File: src/rtl/clint_pkg.sv
// rtl/clint_pkg.sv - CLINT register offsets, reset values and address decode
package clint_pkg;

  localparam logic [15:0] MSIP_OFF        = 16'h0000;
  localparam logic [15:0] MTIMECMP_LO_OFF = 16'h4000;
  localparam logic [15:0] MTIMECMP_HI_OFF = 16'h4004;
  localparam logic [15:0] MTIME_LO_OFF    = 16'hBFF8;
  localparam logic [15:0] MTIME_HI_OFF    = 16'hBFFC;

  localparam logic [63:0] MTIMECMP_RST = 64'hFFFF_FFFF_FFFF_FFFF;

  typedef enum logic [2:0] {
    SEL_NONE,
    SEL_MSIP,
    SEL_CMP_LO,
    SEL_CMP_HI,
    SEL_TIME_LO,
    SEL_TIME_HI
  } reg_sel_e;

  // Decodes a word address (byte offset with the two LSBs dropped).
  function automatic reg_sel_e decode_addr(input logic [13:0] word_addr);
    reg_sel_e sel;
    sel = SEL_NONE;
    if (word_addr == MSIP_OFF[15:2])        sel = SEL_MSIP;
    if (word_addr == MTIMECMP_LO_OFF[15:2]) sel = SEL_CMP_LO;
    if (word_addr == MTIMECMP_HI_OFF[15:2]) sel = SEL_CMP_HI;
    if (word_addr == MTIME_LO_OFF[15:2])    sel = SEL_TIME_LO;
    if (word_addr == MTIME_HI_OFF[15:2])    sel = SEL_TIME_HI;
    return sel;
  endfunction

endpackage

File: src/rtl/clint_prescaler.sv
// rtl/clint_prescaler.sv - free-running divider producing one tick per PRESCALE cycles
module clint_prescaler #(
  parameter int unsigned PRESCALE = 10
) (
  input  logic clock,
  input  logic reset,
  output logic tick
);

  localparam logic [15:0] LAST = 16'(PRESCALE - 1);

  logic [15:0] r_count;

  assign tick = (r_count == LAST);

  always_ff @(posedge clock) begin
    if (reset) begin
      r_count <= 16'd0;
    end else if (tick) begin
      r_count <= 16'd0;
    end else begin
      r_count <= r_count + 16'd1;
    end
  end

endmodule

File: src/rtl/clint.sv
// rtl/clint.sv - core-local interruptor: msip, 64-bit mtime/mtimecmp, single-outstanding bus
module clint
  import clint_pkg::*;
#(
  parameter int unsigned PRESCALE = 10,
  parameter int unsigned RESP_LAT = 1
) (
  input  logic        clock,
  input  logic        reset,
  input  logic        io_req_valid,
  output logic        io_req_ready,
  input  logic [15:0] io_req_addr,
  input  logic        io_req_wen,
  input  logic [31:0] io_req_wdata,
  output logic        io_resp_valid,
  input  logic        io_resp_ready,
  output logic [31:0] io_resp_rdata,
  output logic        io_mtip,
  output logic        io_msip
);

  if (RESP_LAT != 1) begin : g_bad_resp_lat
    $error("clint: only RESP_LAT = 1 is supported");
  end

  logic        w_tick;
  logic        w_accept;
  reg_sel_e    w_sel;
  logic [31:0] w_rdata;
  logic [63:0] w_mtime_inc;
  logic        w_unused_addr_lsb;

  logic [63:0] r_mtime;
  logic [63:0] r_mtimecmp;
  logic        r_msip;
  logic        r_mtip;
  logic        r_resp_valid;
  logic [31:0] r_resp_rdata;

  clint_prescaler #(.PRESCALE(PRESCALE)) u_prescaler (
    .clock (clock),
    .reset (reset),
    .tick  (w_tick)
  );

  assign w_unused_addr_lsb = ^io_req_addr[1:0];

  assign io_req_ready  = !r_resp_valid || io_resp_ready;
  assign w_accept      = io_req_valid && io_req_ready;
  assign w_sel         = decode_addr(io_req_addr[15:2]);
  assign w_mtime_inc   = r_mtime + 64'(w_tick);

  assign io_resp_valid = r_resp_valid;
  assign io_resp_rdata = r_resp_rdata;
  assign io_mtip       = r_mtip;
  assign io_msip       = r_msip;

  // Read mux sees pre-write, pre-tick state of the accepting cycle.
  always_comb begin
    w_rdata = 32'd0;
    case (w_sel)
      SEL_MSIP:    w_rdata = {31'd0, r_msip};
      SEL_CMP_LO:  w_rdata = r_mtimecmp[31:0];
      SEL_CMP_HI:  w_rdata = r_mtimecmp[63:32];
      SEL_TIME_LO: w_rdata = r_mtime[31:0];
      SEL_TIME_HI: w_rdata = r_mtime[63:32];
      default:     w_rdata = 32'd0;
    endcase
  end

  always_ff @(posedge clock) begin
    if (reset) begin
      r_mtime      <= 64'd0;
      r_mtimecmp   <= MTIMECMP_RST;
      r_msip       <= 1'b0;
      r_mtip       <= 1'b0;
      r_resp_valid <= 1'b0;
      r_resp_rdata <= 32'd0;
    end else begin
      r_mtime <= w_mtime_inc;
      r_mtip  <= (r_mtime >= r_mtimecmp);

      if (w_accept) begin
        r_resp_valid <= 1'b1;
        r_resp_rdata <= io_req_wen ? 32'd0 : w_rdata;
        if (io_req_wen) begin
          // A write to one mtime half keeps the other half's ticked value.
          case (w_sel)
            SEL_MSIP:    r_msip             <= io_req_wdata[0];
            SEL_CMP_LO:  r_mtimecmp[31:0]   <= io_req_wdata;
            SEL_CMP_HI:  r_mtimecmp[63:32]  <= io_req_wdata;
            SEL_TIME_LO: r_mtime            <= {w_mtime_inc[63:32], io_req_wdata};
            SEL_TIME_HI: r_mtime            <= {io_req_wdata, w_mtime_inc[31:0]};
            default:     ;
          endcase
        end
      end else if (io_resp_ready) begin
        r_resp_valid <= 1'b0;
      end
    end
  end

endmodule

File: config.mk
export PLATFORM = sky130hd
export DESIGN_NAME = clint
export DESIGN_NICKNAME = d
export VERILOG_FILES = /design/src/rtl/clint_pkg.sv /design/src/rtl/clint_prescaler.sv /design/src/rtl/clint.sv
export SDC_FILE = /design/constraint.sdc
export NUM_CORES = 1
export LEC_CHECK = 0
export CAP_MARGIN = 15
export CORE_UTILIZATION = 53
export CTS_CLUSTER_DIAMETER = 120
export DETAILED_ROUTE_END_ITERATION = 7
export GPL_TIMING_DRIVEN = 0
export PLACE_DENSITY = 0.77
export SLEW_MARGIN = 5
export SYNTH_ARGS = -nofsm -noshare
export SYNTH_HDL_FRONTEND = slang
export SYNTH_SLANG_ARGS = --single-unit
File: constraint.sdc
create_clock -name clock -period 2.93 [get_ports clock]
set_input_delay 0.586 -clock clock [delete_from_list [all_inputs] [get_ports clock]]
set_output_delay 0.586 -clock clock [all_outputs]
set_load 0.05 [all_outputs]
==> Yosys cells after proc, flatten, opt, wreduce, memory -nomap -nowiden <==
Cells that the tools add are included.
{ "op_classes": {"addsub": 2, "order_cmp": 1, "eq_ne": 10, "mux": 12, "n_reduce_logical": 9} }
{ "op_table": {"columns": ["operator", "n"], "rows": [
  ["32-bit case mux with 5 select lines", 1],
  ["64-bit two-way mux", 2],
  ["64-bit case mux with 2 select lines", 1],
  ["64-bit by 1-bit adder with 64-bit output", 1],
  ["64-bit >= comparator", 1],
  ["32-bit two-way mux", 1],
  ["14-bit by 13-bit equality test with 1-bit output (second input constant)", 2],
  ["14-bit equality test (second input constant)", 2],
  ["16-bit by 1-bit adder with 16-bit output (second input constant)", 1],
  ["16-bit by 4-bit equality test with 1-bit output (second input constant)", 1],
  ["14-bit logical NOT", 1],
  ["3-bit two-way mux", 4],
  ["3-bit AND reduction", 3],
  ["3-bit by 2-bit equality test with 1-bit output (second input constant)", 2],
  ["3-bit equality test (second input constant)", 2],
  ["3-bit by 1-bit equality test with 1-bit output (second input constant)", 1],
  ["1-bit two-way mux", 3],
  ["2-bit nonzero test", 1],
  ["2-bit OR reduction", 1],
  ["1-bit logical AND", 1],
  ["1-bit logical NOT", 1],
  ["1-bit logical OR", 1]
]} }
{ "totals": {"register_bits": 179, "in_bits": 53, "output_inout_bits": 36, "wordCells": 42} }

==> Depth between registers and ports, before layout <==
Gate-level depths: netlist (run 1).
{ "depth": {"ltp_word": 10, "ltp_mapped": 13, "mapped_depth_nobuf": 12} }

==> Cells and area by module <==
A second synthesis (run 1) with hierarchy kept.
{ "unflattened": {"cells_unflattened": 1141, "hier_area_um2": 9957.0} }
{ "modules_own_cells": {"columns": ["mod", "instances", "cells_per_inst", "area_per_inst_um2", "seq_area_each_um2"], "rows": [
  ["clint", 1, 1058, 9206.3, 3263.1],
  ["clint_prescaler", 1, 83, 750.7, 320.3]
]} }

==> Worst setup path before layout (run 1) <==
Ideal clock, no wire load.
{ "synth_path": {"path_type": "flip-flop to flip-flop", "from": "reg u_prescaler.r_count[0]", "to": "reg r_mtime[59]", "setup_ns": 0.063, "arrival_time_ns": 2.750, "required_time_ns": 2.867, "path_slack_ns": 0.117, "stages_incl_launch_ff": 11, "n_path_buf": 0, "synth_period_minus_slack_ns": 2.813, "cell_sequence": "dfxtp_1 ha_1 nor4b_1 and4_1 ha_1 nand3_2 nor3_4 nand3_2 or4_1 or4_1 nand3b_1"} }
{ "synth_via": {"elab_chain_cells": 5} }
{ "synth_rtl": {"columns": ["element", "line_no", "rtl"], "rows": [
  ["from (decl)", "clint_prescaler.sv:12", "logic [15:0] r_count;"],
  ["from (signal assigned)", "clint_prescaler.sv:22", "r_count <= r_count + 16'd1;"],
  ["16-bit by 4-bit equality test with 1-bit output (*)", "clint_prescaler.sv:14", "assign tick = (r_count == LAST);"],
  ["64-bit by 1-bit adder with 64-bit output (*)", "clint.sv:51", "assign w_mtime_inc = r_mtime + 64'(w_tick);"],
  ["64-bit case mux with 2 select lines", "clint.sv:88", "case (w_sel)"],
  ["64-bit two-way mux", "clint.sv:86", "if (io_req_wen) begin"],
  ["64-bit two-way mux (*)", "clint.sv:83", "if (w_accept) begin"],
  ["to (signal assigned)", "clint.sv:80", "r_mtime <= w_mtime_inc;"],
  ["to (signal assigned)", "clint.sv:92", "SEL_TIME_LO: r_mtime <= {w_mtime_inc[63:32], io_req_wdata};"],
  ["to (signal assigned)", "clint.sv:93", "SEL_TIME_HI: r_mtime <= {io_req_wdata, w_mtime_inc[31:0]};"],
  ["to (decl)", "clint.sv:33", "logic [63:0] r_mtime;"]
]} }
Every way passes the cells marked *; elsewhere a longest branch is shown, timed or not.
A chain may end at the register's enable or synchronous reset.

==> Final worst setup path (run 1) <==
{ "layout_path": {"from": "in io_req_addr[14]", "to": "reg r_mtime[58]"} }
{ "layout_via": {"elab_chain_cells": 10, "elab_cells_between_ends": 15, "classes_between": "eq/ne: 6; mux: 8; reduce/logical: 1"} }
{ "layout_rtl": {"columns": ["element", "line_no", "rtl"], "rows": [
  ["from (decl)", "clint.sv:12", "input logic [15:0] io_req_addr,"],
  ["14-bit logical NOT", "clint_pkg.sv:25", "if (word_addr == MSIP_OFF[15:2]) sel = SEL_MSIP;"],
  ["1-bit two-way mux", "clint_pkg.sv:25", null],
  ["3-bit two-way mux", "clint_pkg.sv:26", "if (word_addr == MTIMECMP_LO_OFF[15:2]) sel = SEL_CMP_LO;"],
  ["3-bit two-way mux", "clint_pkg.sv:27", "if (word_addr == MTIMECMP_HI_OFF[15:2]) sel = SEL_CMP_HI;"],
  ["3-bit two-way mux", "clint_pkg.sv:28", "if (word_addr == MTIME_LO_OFF[15:2]) sel = SEL_TIME_LO;"],
  ["3-bit two-way mux (*)", "clint_pkg.sv:29", "if (word_addr == MTIME_HI_OFF[15:2]) sel = SEL_TIME_HI;"],
  ["3-bit equality test", "clint.sv:88", null],
  ["64-bit case mux with 2 select lines (*)", "clint.sv:88", null],
  ["64-bit two-way mux (*)", "clint.sv:86", null],
  ["64-bit two-way mux (*)", "clint.sv:83", null]
]} }
Marked as above.

==> results.txt, run 1 <==
----------------------------------------------------
[CTS]
  TritonCTS buffer count ... 17
  CTS HTree Levels ... 4
  Clock tree from TritonCTS ... yes
  CTS Root Buffer Type ... clkbuf_16
  Sink Count ... 179
  Hold buffer count at CTS ... 0
  Clock transition time at the flip-flop clock pins of the worst setup and hold paths ... 0.07 ns
  Worst skew pair latency ... roughly 0.44 ns
  Number of buffers on the longest clock path ... 2

[Floorplanning]
  Horizontal die dimension ... 139 um
  Number of cell rows ... between 40 and 50
  Core Footprint ... around 18000 um^2
  Top-level port count ... a little under 90
  Die outline height ... 139 um
  Starting density of the core ... between 50% and 60%
  Die Area ... 19200 um^2

[Routing]
  Post-route DRC violation count ... 31
  Average via count per standard cell ... 6.41
  Routed wire length ... about 32 mm
  DR iter-0 viols ... 1301
  Vias ... just under 10000
  Residual antenna-violating net count after detailed routing ... 0
  Router iterations before antenna repair ... 8
  Routed length per instance ... 20.7 um

[GRT]
  Global-route wire length before repair ... just under 50 mm
  Number of antenna violations at the first check in global routing ... 0
  Largest net degree at the start of global routing ... 17
  Total congestion overflow ... 0
  Total routing resource utilization after global routing ... 32.9%
  Number of global-route vias before repair ... about 9300

[Place]
  Placed cell count ... about 1500
  Pre-CTS setup slack ... -0.880 ns
  # port buffers ... 84
  Post-detail-place hpwl ... between 20 and 25 mm
  RD Place Congestion ... between 0.9 and 1

[Finish]
  Area grow syn2layout ... 20.6%
  Multi-input gate area in the final layout ... approximately 5900 um^2
  Sequential standard cell area ... between 3000 and 4000 um^2
  Number of fill cells ... ~1500
  Leading cell types in the layout, fill and taps excluded ... dfxtp_1, nand2_1, nor2_1
  Diode insertion count for antenna repair ... 0
  Non-filler instance count after layout ... around 1500
  Commonest non-fill, non-tap cell in the layout ... dfxtp_1
  Total Nets Final ... between 1000 and 1500
  Ratio of cells with drive above 1 in the final layout ... under 10%

[Logic synthesis]
  Synth Register Bits ... around 180
  Largest area contributor in the netlist ... dfxtp_1
  Biggest area contributors in the synthesized netlist ... dfxtp_1, ha_1, nand2_1
  Number of warnings reported in the yosys synthesis log ... 0
  Cell variety after synth ... 53
  Portion of the post-synthesis area used by sequential elements ... 36.3%
  Number of flops mapped to enable cells by yosys ... 0
  Number of instances in the synthesized netlist ... approximately 1200
  Average cell area after synthesis ... 8.45 um^2
  Proportion of netlist area held by the largest area contributor ... between 30% and 40%
  Net count after synthesis ... 1290
  Most used flip-flop cell after synthesis ... dfxtp_1
  Post-synthesis instance area ... a little under 10000 um^2
  Fraction of synthesis flops using an asynchronous set or reset pin ... 0%

[Worst hold path]
  Worst hold path class ... reg2reg

[Timing]
  Final max-slew violation count ... 0
  Endpoints failing hold ... 0
  Min Tclk post-route ... ~2.9 ns
  Final cycle utilization of the critical path ... a little over nine tenths
  Slew margin rel. ... 41.6%
  Post-route worst hold slack ... about 0.48 ns
  Unrepaired setup endpoints after global routing ... yes
  Maximum clock frequency ... between 300 and 400 MHz
  Post-Route Setup TNS ... 0 ns
  Worst Slack Setup Final ... about 0.067 ns
  Slew at the pin with the worst max-slew slack ... about 0.88 ns
  Count of endpoints failing setup in the final report ... 0
  Largest clock skew in the final design ... slightly below 0.009 ns

[Critical path]
  CP dominant cell by count ... nand2_1
  Worst Path Class, Setup ... in2reg
  Required time at the worst-slack endpoint ... 3.22 ns
  Arrival time of data at the critical path endpoint ... about 3.2 ns
  Kind of end point of the critical path ... flop
  CP Cell Sequence ... clkdlybuf4s50_1, nand4b_1, nor4_2, nand2_1, nand2_1, clkbuf_1, o21ai_0
  Critical Path Max Stage Delay ... between 0.5 and 0.6 ns
  Startpoint kind of the worst setup timing path ... input pin
  Top Family by Delay on Critical Path ... simple AND/OR/NAND/NOR gates
  Max FO, Critical Path ... 10
  WP buf/inv ... 2
  Crit path max-delay cell type ... clkdlybuf4s50_1

[Power]
  Total design power ... around 5000 uW
  Cell leakage power ... a little under 0.005 uW
  Cell area power density ... 419 nW/um^2
  Worst IR Drop VDD ... between 0.4 and 0.5 mV

[Flow run]
  Max Cap Violations ... 0

[Outcome]
  Outcome ... complete, but fails checks
  Failing checks ... DRC

----------------------------------------------------
## worst register-to-register path, delay by kind of cell (launching register included)
family | cells | cell delay (ns)
flip-flops | 1 | 0.34
buffers and inverters | 2 | 0.25
adder cells (fa/ha/maj) | 2 | 0.28
XOR/XNOR | 1 | 0.12
AO/OA/AOI/OAI | 1 | 0.23
AND/OR/NAND/NOR | 6 | 1.56
## layer usage
| layer | track usage (%) | share of wire [%] |
|---|---|---|
| met5 | 0 | 0 |
| met4 | 13.7 | 3.0 |
| met3 | 6.58 | 11 |
| met2 | 52.3 | 45 |
| met1 | 43.6 | 41 |
## sequential cells by signal (all words and copies together), names as in the netlist
register,flops
r_mtime,64
r_mtimecmp,64
io_resp_rdata,32
u_prescaler.r_count,16
io_msip,1
io_mtip,1
io_resp_valid,1
## per-stage QoR
stage	area [um^2]	utilization (%)
detailed placement	11000	60.8
finish	11900	65.9
CTS	11800	65.2
global route	11900	65.9
floorplan	9880	-
global placement	11000	60.8
## final cells by class
type                            count  area share [%]
Buffer                             71            2.50
Clock buffer                       21            4.03
Tap cell                          229            2.41
Inverter                           76            2.39
Timing Repair Buffer               96            7.95
Multi-Input combinational cell    843            49.7
Clock inverter                     11           0.851
Sequential cell                   179            30.1
## kinds of logic (layout without fill, tap and decap cells)
group	after synthesis	in the layout	share of synthesized area, %
multiplexers	34	34	3.84
adder cells (fa/ha/maj)	68	68	8.61
buffers and inverters	147	275	5.62
flip-flops	179	179	36.3
XOR/XNOR	68	68	6.03
AO/OA/AOI/OAI	250	250	18.9
AND/OR/NAND/NOR	423	423	20.8
## synthesized netlist by cell type (all sizes together), types with 5 or more instances
library cell,number
dfxtp,179
nand2,139
nor2,104
inv,76
ha,68
o211ai,67
clkbuf,66
nand3,46
a211oi,41
xor2,41
o21ai,34
nand4,33
a222oi,32
a2bb2oi,32
mux2,31
xnor2,27
a21oi,23
nor3,20
and3,18
nor4,18
and4,16
and2,6
buf,5
or3,5
## path summary, 6_finish.rpt
path	startpoint	to	slack [ns]	cells after the start
max reg2reg	u_prescaler.r_count[1]	r_mtime[55]	0.08	12
min reg2reg	u_prescaler.r_count[0]	u_prescaler.r_count[0]	0.48	1
min	u_prescaler.r_count[0]	u_prescaler.r_count[0]	0.48	1
max	io_req_addr[14]	r_mtime[58]	0.07	7
## report_power, final
group / internal (uW) / switching (uW)
logic: 97.8 / 152
clock network: 1260 / 1030
registers: 2440 / 11.1
total: 3800 / 1190
## what timing repair did
action,CTS,global route
gates resized for setup,28,41
pin swaps,7,6
buffers inserted,9,3
endpoints found under the setup margin,126,92
cloned,0,0
(Power assumes the default switching activity.)
==> run 2: changes to the inputs <==
- ABC_CLOCK_PERIOD_IN_PS: unset -> 2930
- CORE_ASPECT_RATIO: unset -> 0.6
- CTS_BUF_LIST: unset -> sky130_fd_sc_hd__clkbuf_8 sky130_fd_sc_hd__clkbuf_16
==> results.txt, run 2 (synthesis gave the netlist of run 1 again) <==
----------------------------------------------------
[Outcome]
  Outcome ... complete, but fails checks
  Failing checks ... setup timing

[Finish]
  Leading cell types in the layout, fill and taps excluded ... dfxtp_1, nand2_1, nor2_1
  Diode insertion count for antenna repair ... 0 (unchanged)
  Sequential standard cell area ... 3590 um^2 (unchanged)
  Total Nets Final ... 1409 (+0.28%)
  Number of fill cells ... 1515 (+3.7%)
  Ratio of cells with drive above 1 in the final layout ... 10.5% (+0.74 points)
  Area grow syn2layout ... 21.3%
  Multi-input gate area in the final layout ... 5950 um^2 (+0.40%)
  Final Cell Area ... 12000 um^2 (+0.57%)
  Commonest non-fill, non-tap cell in the layout ... dfxtp_1

[Routing]
  Residual antenna-violating net count after detailed routing ... 0 (unchanged)
  Average via count per standard cell ... 6.43 (+0.32%)
  Routed wire length ... 33.4 mm (+5.9%)
  DR iter-0 viols ... 1600 (+23%)
  Post-route DRC violation count ... 0 (-100%)
  Routed length per instance ... 21.7 um (+4.9%)
  Vias ... 9911 (+1.3%)
  Router iterations before antenna repair ... 8 (unchanged)

[Timing]
  Worst Slack Setup Final ... -0.00623 ns (-0.0732 ns)
  Slew margin rel. ... 33.5% (-8.1 points)
  Min Tclk post-route ... 2.94 ns (+0.0732 ns)
  Final cycle utilization of the critical path ... 100% (+2.5 points)
  Count of endpoints failing setup in the final report ... 1 (+1)
  Largest clock skew in the final design ... 0.0165 ns (+0.00756 ns)
  Final max-slew violation count ... 0 (unchanged)
  Slew at the pin with the worst max-slew slack ... 0.997 ns (+0.121 ns)
  Maximum clock frequency ... 341 MHz (-2.5%)
  Unrepaired setup endpoints after global routing ... yes
  Endpoints failing hold ... 0 (unchanged)

[Worst hold path]
  Worst hold path class ... reg2reg
  Cell depth of the worst hold path ... 1 (unchanged)

[GRT]
  Global-route wire length before repair ... 50.9 mm (+2.7%)
  Total routing resource utilization after global routing ... 35.5% (+2.6 points)
  Total congestion overflow ... 0 (unchanged)
  Number of antenna violations at the first check in global routing ... 1 (+1)
  Largest net degree at the start of global routing ... 17 (unchanged)
  Number of global-route vias before repair ... 9044 (-3.1%)

[Flow run]
  Max Cap Violations ... 0 (unchanged)

[Floorplanning]
  Starting density of the core ... 54.4% (-0.23 points)
  Top-level port count ... 89 (unchanged)
  Die Area ... 19200 um^2 (about the same)
  Number of cell rows ... 38 (-22%)
  Horizontal die dimension ... 178 um (+29%)
  Die outline height ... 108 um (-22%)
  Core Footprint ... 18200 um^2 (+0.42%)

[CTS]
  CTS Root Buffer Type ... clkbuf_16
  TritonCTS buffer count ... 17 (unchanged)
  Hold buffer count at CTS ... 0 (unchanged)
  Clock transition time at the flip-flop clock pins of the worst setup and hold paths ... 0.07 ns (about the same)
  Sink Count ... 179 (unchanged)
  Worst skew pair latency ... 0.45 ns (about the same)
  CTS HTree Levels ... 4 (unchanged)
  Clock tree from TritonCTS ... yes
  Number of buffers on the longest clock path ... 2 (unchanged)

[Place]
  Pre-CTS setup slack ... -1.05 ns (-0.169 ns)
  Post-detail-place hpwl ... 23.9 mm (+7.5%)
  Placed inst area ... 11000 um^2 (+0.17%)
  RD Place Congestion ... 0.998 (+4.5%)
  # port buffers ... 84 (unchanged)

[Critical path]
  Worst Path Class, Setup ... reg2reg
  Number of cell instances on the worst register-to-register path ... 7 (-5)
  Required time at the worst-slack endpoint ... 3.23 ns (about the same)
  Arrival time of data at the critical path endpoint ... 3.24 ns (+0.09 ns)
  Max FO, Critical Path ... 5 (-5)
  Startpoint kind of the worst setup timing path ... flop
  Kind of end point of the critical path ... flop

[Power]
  Cell leakage power ... 0.00502 uW (+1.1%)
  Cell area power density ... 411 nW/um^2 (-2.0%)
  Worst IR Drop VDD ... 0.372 mV (-13%)
  Total design power ... 4920 uW (-1.4%)

----------------------------------------------------
run 2: final timing paths:
kind                                             start                      to  slack [ns]
worst max register to register             r_mtime[36]                 io_mtip      -0.006
worst min-delay path            u_prescaler.r_count[0]  u_prescaler.r_count[0]        0.44
worst min register to register  u_prescaler.r_count[0]  u_prescaler.r_count[0]        0.44
worst max-delay path                       r_mtime[36]                 io_mtip      -0.006
run 2: routing by layer:
| metal | up-vias | global-route usage, % | wire [um] |
|---|---|---|---|
| li1 | 4513 | - | - |
| met1 | 4617 | 51.3 | 14700 |
| met2 | 707 | 46.9 | 12600 |
| met3 | 72 | 13.2 | 5300 |
| met4 | 2 | 12.7 | 860 |
| met5 | - | 0 | 8 |
run 2: area by class of cell:
class,instances,share of cell area (%)
clock buffer,18,3.67
buffer,71,2.62
multi-input combinational,843,49.7
tap,240,2.51
inverter,76,2.38
clock inverter,14,0.971
sequential,179,30.0
timing repair buffer,100,8.24
run 2: report_power, final:
part	total (uW)	switching, uW	internal (uW)
Clock	2230	1040	1190
Sequential	2450	10.9	2440
Combinational	246	153	93.1
Total	4920	1200	3720
run 2: repair_timing:
| action | CTS | global route |
|---|---|---|
| pin swaps | 5 | 9 |
| endpoints found under the setup margin | 127 | 99 |
| cloned | 0 | 1 |
| setup buffers | 8 | 6 |
| gates resized for setup | 31 | 60 |
run 2: stage by stage:
step,instances,hold slack (ns),TNS (ns),utilization [%]
floorplan,1169,0.441,0,-
global placement,1493,0.463,-105.08,60.7
detailed placement,1494,0.475,-97.18,60.7
CTS,1534,0.449,0,64.9
global route,1541,0.465,-0.164,66.0
finish,1541,0.441,-0.00623,66.0
run 2: worst max-delay path: stages (launching register included):
cell	delay [ns]
dfxtp_1	0.45
ha_1	0.29
o21a_1	0.19
o21a_1	0.15
o311ai_0	0.70
o211ai_1	0.21
o41ai_1	0.64
a31oi_1	0.17
==> run 3: changes to the inputs <==
- CAP_MARGIN: 15 -> unset
- SYNTH_HIERARCHICAL: unset -> 1
==> results.txt, run 3 <==
----------------------------------------------------
[Outcome]
  Outcome ... complete, but fails checks
  Failing checks ... DRC

[Timing]
  Endpoints failing hold ... 0 (unchanged)
  Min Tclk post-route ... 2.86 ns (-0.0807 ns)
  Worst Slack Setup Final ... 0.0744 ns (+0.0807 ns)
  Slew margin rel. ... 31.5% (-2.0 points)
  Final max-slew violation count ... 0 (unchanged)
  Maximum clock frequency ... 350 MHz (+2.8%)
  Count of endpoints failing setup in the final report ... 0 (-1)
  Post-route worst hold slack ... 0.456 ns (+0.0153 ns)
  Slew at the pin with the worst max-slew slack ... 1.02 ns (+0.0245 ns)
  Final cycle utilization of the critical path ... 97.5% (-2.8 points)
  Largest clock skew in the final design ... 0.0144 ns (-0.00204 ns)

[Critical path]
  WP buf/inv ... 4 (+4)
  Top Family by Delay on Critical Path ... buffers and inverters
  Critical Path Max Stage Delay ... 0.48 ns (-0.22 ns)
  Kind of end point of the critical path ... flop
  Required time at the worst-slack endpoint ... 3.23 ns (about the same)
  Arrival time of data at the critical path endpoint ... 3.15 ns (-0.09 ns)
  Worst Path Class, Setup ... in2reg
  Crit path max-delay cell type ... clkdlybuf4s50_1
  Startpoint kind of the worst setup timing path ... input pin
  CP dominant cell by count ... clkbuf_1
  CP Cell Sequence ... clkdlybuf4s50_1, inv_2, nand4_1, nor4_4, or3b_1, clkbuf_1, clkbuf_1, nor2_1, a211oi_1
  Max FO, Critical Path ... 10 (+5)

[Logic synthesis]
  Synth Register Bits ... 179 (unchanged)
  Net count after synthesis ... 1262 (-2.2%)
  Number of flops mapped to enable cells by yosys ... 0 (unchanged)
  Portion of the post-synthesis area used by sequential elements ... 36.0% (-0.29 points)
  Cell variety after synth ... 57 (+7.5%)
  Largest area contributor in the netlist ... dfxtp_1
  Proportion of netlist area held by the largest area contributor ... 36.0% (-0.29 points)
  Number of instances in the synthesized netlist ... 1141 (-2.4%)
  Number of warnings reported in the yosys synthesis log ... 6 (+6)
  Post-synthesis instance area ... 9960 um^2 (+0.81%)
  Fraction of synthesis flops using an asynchronous set or reset pin ... 0% (unchanged)
  Most frequent cell after synthesis ... nor2_1
  Biggest area contributors in the synthesized netlist ... dfxtp_1, ha_1, nor2_1
  Most used flip-flop cell after synthesis ... dfxtp_1
  Average cell area after synthesis ... 8.73 um^2 (+3.3%)
  Ranking of synthesized cells by instance count ... nor2_1, dfxtp_1, inv_1, ha_1, a211o_1

[Worst hold path]
  Worst hold path class ... reg2reg

[Place]
  RD Place Congestion ... 0.917 (-8.1%)
  Placed inst area ... 11100 um^2 (+0.77%)
  Placed cell count ... 1466 (-1.9%)
  Post-detail-place hpwl ... 22.7 mm (-5.1%)
  Pre-CTS setup slack ... -0.539 ns (+0.510 ns)
  # port buffers ... 85 (+1.2%)

[CTS]
  Clock tree from TritonCTS ... yes
  CTS Root Buffer Type ... clkbuf_16
  Clock transition time at the flip-flop clock pins of the worst setup and hold paths ... 0.07 ns (about the same)
  CTS HTree Levels ... 4 (unchanged)
  TritonCTS buffer count ... 17 (unchanged)
  Number of buffers on the longest clock path ... 2 (unchanged)
  Sink Count ... 179 (unchanged)
  Worst skew pair latency ... 0.45 ns (about the same)

[Finish]
  Sequential standard cell area ... 3590 um^2 (about the same)
  Number of fill cells ... 1496 (-1.3%)
  Diode insertion count for antenna repair ... 0 (unchanged)
  Area grow syn2layout ... 20.0%
  Leading cell types in the layout, fill and taps excluded ... nor2_1, dfxtp_1, clkdlybuf4s50_1
  Total Nets Final ... 1376 (-2.3%)
  Multi-input gate area in the final layout ... 5880 um^2 (-1.2%)
  Ratio of cells with drive above 1 in the final layout ... 10.9% (+0.35 points)
  Final Cell Area ... 11900 um^2 (-0.27%)
  Non-filler instance count after layout ... 1508 (-2.1%)
  Commonest non-fill, non-tap cell in the layout ... nor2_1

[Floorplanning]
  Die outline height ... 108 um (+0.40%)
  Die Area ... 19400 um^2 (+0.80%)
  Top-level port count ... 89 (unchanged)
  Core Footprint ... 18200 um^2 (+0.26%)
  Number of cell rows ... 38 (unchanged)
  Horizontal die dimension ... 179 um (+0.40%)
  Starting density of the core ... 54.7% (+0.30 points)

[Routing]
  Post-route DRC violation count ... 1 (+1)
  Routed wire length ... 31.1 mm (-6.9%)
  Routed length per instance ... 20.6 um (-4.8%)
  Vias ... 9548 (-3.7%)
  Average via count per standard cell ... 6.33 (-1.6%)
  DR iter-0 viols ... 1280 (-20%)
  Router iterations before antenna repair ... 8 (unchanged)
  Residual antenna-violating net count after detailed routing ... 0 (unchanged)

[GRT]
  Largest net degree at the start of global routing ... 17 (unchanged)
  Total congestion overflow ... 0 (unchanged)
  Global-route wire length before repair ... 48.3 mm (-5.2%)
  Total routing resource utilization after global routing ... 32.9% (-2.5 points)
  Number of global-route vias before repair ... 8661 (-4.2%)
  Number of antenna violations at the first check in global routing ... 0 (-1)

[Power]
  Cell area power density ... 423 nW/um^2 (+2.9%)
  Cell leakage power ... 0.00503 uW (+0.10%)
  Worst IR Drop VDD ... 0.365 mV (-1.8%)

[Flow run]
  Max Cap Violations ... 0 (unchanged)

----------------------------------------------------
==> run 3: cell types whose count changed in the layout (fill, tap and decap cells not counted), sizes merged, moves of 5 or more <==
cell,previous run,this run
nand3,46,30
xnor2,27,39
a22o,0,8
o211ai,67,2
o21ai,34,12
a211o,0,63
nand2,139,48
and3,18,10
and4,16,10
xor2,41,36
a211oi,41,56
nor2,104,195
==> run 3: final timing paths <==
check                           end  cells past startpoint                   start  slack (ns)
max reg2reg             r_mtime[50]                     11  u_prescaler/r_count[1]        0.10
max                     r_mtime[25]                      9         io_req_addr[14]        0.07
min reg2reg  u_prescaler/r_count[0]                      1  u_prescaler/r_count[0]        0.46
min          u_prescaler/r_count[0]                      1  u_prescaler/r_count[0]        0.46
==> run 3: power by group <==
part / total [uW] / switching, uW / internal [uW]
Sequential: 2440 / 3.93 / 2440
Clock: 2370 / 1050 / 1310
Combinational: 244 / 153 / 91.2
Total: 5050 / 1210 / 3840
==> run 3: routing by layer <==
layer	vias to the layer above	global-route usage, %	routed length, um
met3	37	9.95	4160
met1	4547	49.5	14200
met5	-	0	0
met2	589	44.5	12400
li1	4375	-	-
met4	0	8.78	451
==> run 3: cells by family after synthesis <==
logic type | synth area share [%]
and+or+nand+nor | 19.4
AOI/OAI and AO/OA | 19.7
DFF | 36.0
buffers and inverters | 6.07
xor gates and xnor gates | 6.60
adders and majority gates | 8.54
muxes | 3.72
==> run 3: area by class of cell <==
| class | instances | share of cell area [%] |
|---|---|---|
| tap | 240 | 2.51 |
| clock buffer | 19 | 3.79 |
| multi-input combinational | 810 | 49.2 |
| inverter | 79 | 2.48 |
| timing repair buffer | 96 | 7.90 |
| clock inverter | 13 | 1.25 |
| sequential | 179 | 30.0 |
| buffer | 72 | 2.86 |
==> run 3: repair_timing <==
item	in CTS	in global routing
gates cloned	0	1
resized for setup	8	49
setup endpoints to repair	64	142
hold buffers	0	0
pin swaps	3	6
setup buffers	2	8
==> run 3: stage by stage <==
step                TNS [ns]  util [%]  power [uW]
global route         -0.0768      65.6        5180
floorplan                  0         -        2580
CTS                        0      64.6        5060
global placement      -54.93      61.0        2730
finish                     0      65.6        5050
detailed placement    -58.92      61.0        2730
